==> src/rtl/proc_io_pkg.sv <==
// proc_io_pkg: shared types and defaults for the processor input path.
package proc_io_pkg;
    localparam int DW_DEF  = 16;
    localparam int AW_DEF  = 7;
    localparam int STALL_W = 16;
    typedef enum logic [1:0] {IDLE, ARMED, STREAM, DONE} feeder_state_t;
endpackage

==> src/rtl/fifo_sample_feeder.sv <==
// fifo_sample_feeder: paces valid/ready samples into the processor input FIFO, one frame per req.
module fifo_sample_feeder
    import proc_io_pkg::*;
#(
    parameter int DW        = DW_DEF,
    parameter int AW        = AW_DEF,
    parameter int FRAME_LEN = 64,
    parameter int PACE      = 4,
    parameter int HIGH_WM   = 124
) (
    input  logic               clk,
    input  logic               rst_geral_n,
    input  logic               en,
    input  logic [DW-1:0]      s_data,
    input  logic               s_valid,
    output logic               s_ready,
    input  logic               req,
    input  logic               fifo_full,
    input  logic [AW-1:0]      fifo_usedw,
    output logic [DW-1:0]      fifo_data,
    output logic               fifo_wrreq,
    output logic               busy,
    output logic               frame_done,
    output logic [STALL_W-1:0] stall_cnt
);
    localparam int FW = $clog2(FRAME_LEN + 1);
    localparam int PW = PACE > 1 ? $clog2(PACE) : 1;

    feeder_state_t state, state_nxt;
    logic          pend;
    logic [FW-1:0] frame_cnt;
    logic [PW-1:0] pace_cnt;
    logic          wr_ok, last_wr;

    assign wr_ok   = state == STREAM && en && s_valid && pace_cnt == '0 && !fifo_full
                     && int'(fifo_usedw) < HIGH_WM;
    assign last_wr = wr_ok && frame_cnt == FW'(FRAME_LEN - 1);

    always_ff @(posedge clk or negedge rst_geral_n) begin
        if (!rst_geral_n) state <= IDLE;
        else              state <= state_nxt;
    end

    always_comb begin
        state_nxt = state;
        case (state)
            IDLE:    state_nxt = en ? ARMED : IDLE;
            ARMED:   state_nxt = !en ? IDLE : req ? STREAM : ARMED;
            STREAM:  state_nxt = !en ? IDLE : last_wr ? DONE : STREAM;
            DONE:    state_nxt = !en ? IDLE : (pend || req) ? STREAM : ARMED;
            default: state_nxt = IDLE;
        endcase
    end

    always_comb begin
        s_ready    = wr_ok;
        busy       = state == STREAM;
        frame_done = state == DONE;
    end

    // Frame counter is zero whenever not streaming, so each STREAM entry starts a fresh frame.
    always_ff @(posedge clk or negedge rst_geral_n) begin
        if (!rst_geral_n) begin
            fifo_data  <= '0;
            fifo_wrreq <= 1'b0;
            pend       <= 1'b0;
            frame_cnt  <= '0;
            pace_cnt   <= '0;
        end else begin
            fifo_wrreq <= wr_ok;
            if (wr_ok) fifo_data <= s_data;
            pend       <= en && state == STREAM && (pend || req);
            frame_cnt  <= state_nxt != STREAM ? '0 : wr_ok ? frame_cnt + 1'b1 : frame_cnt;
            pace_cnt   <= wr_ok ? PW'(PACE - 1) : pace_cnt != '0 ? pace_cnt - 1'b1 : pace_cnt;
        end
    end

    always_ff @(posedge clk or negedge rst_geral_n) begin
        if (!rst_geral_n)
            stall_cnt <= '0;
        else if (state == STREAM && s_valid && pace_cnt == '0 && !wr_ok && stall_cnt != '1)
            stall_cnt <= stall_cnt + 1'b1;
    end
endmodule

==> config.mk <==
export PLATFORM = sky130hd
export DESIGN_NAME = fifo_sample_feeder
export DESIGN_NICKNAME = d
export VERILOG_FILES = /design/src/rtl/proc_io_pkg.sv /design/src/rtl/fifo_sample_feeder.sv
export SDC_FILE = /design/constraint.sdc
export NUM_CORES = 1
export LEC_CHECK = 0
export ABC_AREA = 1
export CORE_MARGIN = 2
export CORE_UTILIZATION = 48
export DETAILED_ROUTE_END_ITERATION = 8
export PLACE_DENSITY = 0.8
export SYNTH_ARGS = -nofsm -noshare
export SYNTH_HDL_FRONTEND = slang
export SYNTH_SLANG_ARGS = --single-unit
==> constraint.sdc <==
create_clock -name clk -period 1.7 [get_ports clk]
set_clock_uncertainty 0.1 [all_clocks]
set_input_delay 0.34 -clock clk [delete_from_list [all_inputs] [get_ports clk]]
set_output_delay 0.34 -clock clk [all_outputs]
set_load 0.02 [all_outputs]
==> impl.org <==
** Run status
- The flow ran to the end, but the final reports show violations.
- Violated checks :: negative setup slack

** Global routing
- The number of global-route vias before repair was ~2100.
- Global routing used around a fifth of the available tracks.
- For this run the aggregate overflow at the end of global routing stands at 0.
- Maximum number of pins on one net before global-route repair :: 26
- The number of antenna violations at the first check in global routing came to 0.
- Wire length of the first global-routing pass :: 8870 um

** Routing
- Using the TritonRoute via totals, the vias-per-cell ratio works out to a little under 5.
- In the final routed layout, each cell accounts on average for roughly 12 um.
- The first routing iteration left 100 violations.
- In this run the remaining antenna-violating nets after routing total 0.
- Routed wire length :: around 5300 um
- The detailed router placed approximately 2200 vias in this run.
- Detailed Routing Iterations Pass 1 :: 4
- After detailed routing, the number of remaining DRC violations is 0.

** STA
- Based on the critical path, the design can be clocked at up to about 560 MHz.
- After layout, the worst path uses 104% of the clock period.
- Setup violations remaining at the end of the flow were counted as 1.
- Shortest clock period the worst path allows after layout :: around 1.8 ns
- For the pin with the worst max-slew slack, the measured transition is 0.585 ns.
- Setup repair after global routing could not meet its margin everywhere.
- The final hold violation count was 0.
- Headroom to the max-slew limit came out at between 60% and 70%.
- The max-slew violation count came to 0.
- Setup slack after layout :: -0.0714 ns

** CTS
- For the worst-skew pair, the clock arrives at the later sink with an insertion delay of slightly below 0.3 ns.
- Clock tree from TritonCTS :: done
- The number of clock buffers added by TritonCTS is 5.
- Clock Path Buffers :: 2
- H-tree levels :: 2
- Worst-path clk slew :: around 0.08 ns
- The clock drives 45 sinks.
- CTS placed an instance of sky130_fd_sc_hd__clkbuf_8 at the clock tree root.

** Place
- Final RePlAce weighted congestion :: approximately 0.83
- IO buf count :: a little over 60
- Detailed Place HPWL :: roughly 3800 um
- Summing all placed instances gives a cell area of slightly above 3000 um2.

** Synthesis
- In the post-synthesis netlist, the biggest area contributors are sky130_fd_sc_hd__dfrtp_1, sky130_fd_sc_hd__nand2_1, sky130_fd_sc_hd__nor2_1, sky130_fd_sc_hd__inv_1, sky130_fd_sc_hd__nand3_1.
- Mean cell area of the mapped netlist :: 7.69 um2
- Cell accounting for the most synthesized area :: sky130_fd_sc_hd__dfrtp_1
- Counting every instance in the synthesized netlist gives about 300.
- Distinct cells, synth :: 25
- For this run, the register share of the synthesized area comes to slightly below 50%.
- Top cell type's share of synthesized area :: between 40% and 50%
- Mapped Area :: between 2000 and 2500 um2
- The Yosys step of the flow raised 0 warnings.
- When the netlist entered floorplanning its net count stood at 334.
- In this run, synthesis produced a sequential element count of 45.

** Floorplanning
- The die is about 74 um wide.
- The core region is approximately 4700 um2.
- Die Height :: ~74 um
- between 60 and 70 I/O pins were placed.
- Std-Cell Rows :: 25
- Die Outline Area :: ~5400 um2
- Once the floorplan was initialized, standard cells occupied about half of the core.

** Layout
- Antenna fix cells :: 0
- For this run, the share of the core covered by cells in the final layout is between 60% and 70%.
- Synthesis-to-finish area growth :: 39.8%
- The finished cells cover 3250 um2.
- After the last flow step, the layout net total stands at between 400 and 500.
- Cells with a size suffix above 1 make up between 10% and 20% of the layout.

** Power
- The analysis attributes to cell leakage a power of between 0.0015 and 0.002 uW.
- Areal power density over the cells :: about 800 nW/um2
- IR analysis of the VDD net gives a maximum drop of roughly 510 uV.

** Worst setup path
- Data on the critical path arrives at its endpoint at roughly 1.3 ns.
- The critical path contains buffers and inverters numbering 3 combined.
- The signal on the critical path passes through inv_2 -> ha_4 -> nand3_4 -> nor2_4 -> nand2_4 -> clkinv_4 -> buf_6.
- Critical path fanouts, max :: 3
- Category of the worst setup path capture point :: output pin
- In this run the critical register-to-register path is launched from pace_cnt[1]$_DFFE_PN0P_.
- Critical path startpoint :: pace_cnt[1]$_DFFE_PN0P_
- The largest single stage delay on the critical path is 0.39 ns.
- Data on the critical path is required at its endpoint by ~1.3 ns.
- For this design, the slowest cell found on the critical path is sky130_fd_sc_hd__dfrtp_1.
- Among cell families on the critical path, the largest total delay comes from flip-flops.
- The critical path in this run is classified as reg2out.
- Launching element type of the critical path :: register

** Run
- Max-capacitance violation count :: 0

** Min path
- Min-delay src :: fifo_data[7]$_DFFE_PN0P_
- Worst hold path type :: reg2reg
-- worst paths after layout --
| check | endpoint | slack, ns | cells past startpoint |
|---|---|---|---|
| max | s_ready | -0.07 | 7 |
| min | fifo_data[7]$_DFFE_PN0P_ | 0.38 | 2 |
| max reg2reg | stall_cnt[3]$_DFFE_PN0P_ | 0.03 | 11 |
| min reg2reg | fifo_data[7]$_DFFE_PN0P_ | 0.38 | 2 |
| max in group asynchronous | frame_cnt[0]$_DFFE_PN0P_ | 0.51 | 3 |
| min in group asynchronous | stall_cnt[11]$_DFFE_PN0P_ | 0.47 | 2 |
-- registers in the layout, summed over array words and instances (netlist names) --
signal	flops
fifo_data	16
frame_cnt	7
pace_cnt	2
state	2
pend	1
stall_cnt	16
fifo_wrreq	1
-- worst reg2reg max path: cells and delay by family, from the launching register on --
| kind | cells | cell delay (ns) |
|---|---|---|
| buffers and inverters | 3 | 0.41 |
| and+or+nand+nor | 7 | 0.51 |
| adders and majority gates | 1 | 0.16 |
| DFF | 1 | 0.39 |
-- routing by layer --
| layer | global-route usage (%) | vias to the layer above | routed length [um] |
|---|---|---|---|
| met1 | 24.2 | 1014 | 2180 |
| met2 | 37.2 | 56 | 2790 |
| met3 | 6.58 | 4 | 298 |
| met4 | 6.87 | 0 | 21 |
| li1 | - | 1089 | - |
| met5 | 0 | - | 0 |
-- cells in the mapped netlist --
cell type and number:
sky130_fd_sc_hd__ha_1 3, sky130_fd_sc_hd__a21oi_1 2, sky130_fd_sc_hd__dfrtp_1 45, sky130_fd_sc_hd__inv_1 23
sky130_fd_sc_hd__buf_4 1, sky130_fd_sc_hd__nand2_1 142, sky130_fd_sc_hd__xnor2_1 7, sky130_fd_sc_hd__nor2_2 1
sky130_fd_sc_hd__nand2_2 2, sky130_fd_sc_hd__nand4_1 8, sky130_fd_sc_hd__inv_2 3, sky130_fd_sc_hd__nand3_1 13
sky130_fd_sc_hd__nand3_2 2, sky130_fd_sc_hd__nand3_4 1, sky130_fd_sc_hd__clkbuf_1 1, sky130_fd_sc_hd__buf_6 3
sky130_fd_sc_hd__clkinv_2 1, sky130_fd_sc_hd__nand2_4 1, sky130_fd_sc_hd__xor2_1 5, sky130_fd_sc_hd__nor3_1 1
sky130_fd_sc_hd__buf_2 1, sky130_fd_sc_hd__nand3b_1 2, sky130_fd_sc_hd__nor2_4 3, sky130_fd_sc_hd__o21ai_0 5
sky130_fd_sc_hd__nor2_1 26
-- area by class of cell --
class / count / area, um2
flip-flops and latches: 45 / 1130
repair buffers: 81 / 781
multi-input cells: 224 / 1080
clock inverters: 1 / 7.51
fillers: 385 / 1440
well taps: 54 / 67.6
clock buffers: 7 / 76.3
inverters: 27 / 106
-- per-stage QoR --
stage	hold slack [ns]	power [uW]	TNS [ns]	setup WS, ns	std cells
3_5_place_dp	0.278	1980	-13.20	-0.559	427
6_report	0.376	2600	-0.0714	-0.0714	439
2_1_floorplan	-0.0556	1600	0	0.0176	302
5_1_grt	0.409	2760	-1.43	-0.137	439
3_3_place_gp	0.272	1960	-9.91	-0.550	427
4_1_cts	0.385	2630	-0.127	-0.127	438
-- placed cells by master, fill, tap and decap left out, drive strengths merged, types with 2 or more instances in the layout --
cell	count
a21oi	2
dlymetal6s2s	6
dfrtp	45
nand3b	2
clkbuf	8
clkdlybuf4s50	23
ha	3
o21ai	5
buf	20
nand3	16
xor2	5
dlygate4sd2	29
xnor2	7
inv	26
nand4	8
nand2	145
nor2	30
-- cells by family after synthesis --
family | after synthesis | synth area share (%)
flip-flops | 45 | 48.5
XOR/XNOR | 12 | 4.52
AO/OA/AOI/OAI | 7 | 1.51
buffers and inverters | 33 | 6.57
adder cells (fa/ha/maj) | 3 | 1.62
AND/OR/NAND/NOR | 202 | 37.3
-- power breakdown --
group	leakage [uW]	switching, uW	total [uW]	internal [uW]
combinational	0.00118	372	691	319
clock	0.0000385	353	644	291
sequential	0.000616	73.0	1260	1190
-- timing repair --
item	4_1_cts	5_1_grt
gates resized for setup	52	12
pin swaps	3	5
setup endpoints to repair	54	29
hold buffers	1	0
hold endpoints to repair	23	0
gates cloned	1	0
buffers inserted	1	2
(Power assumes the default switching activity.)
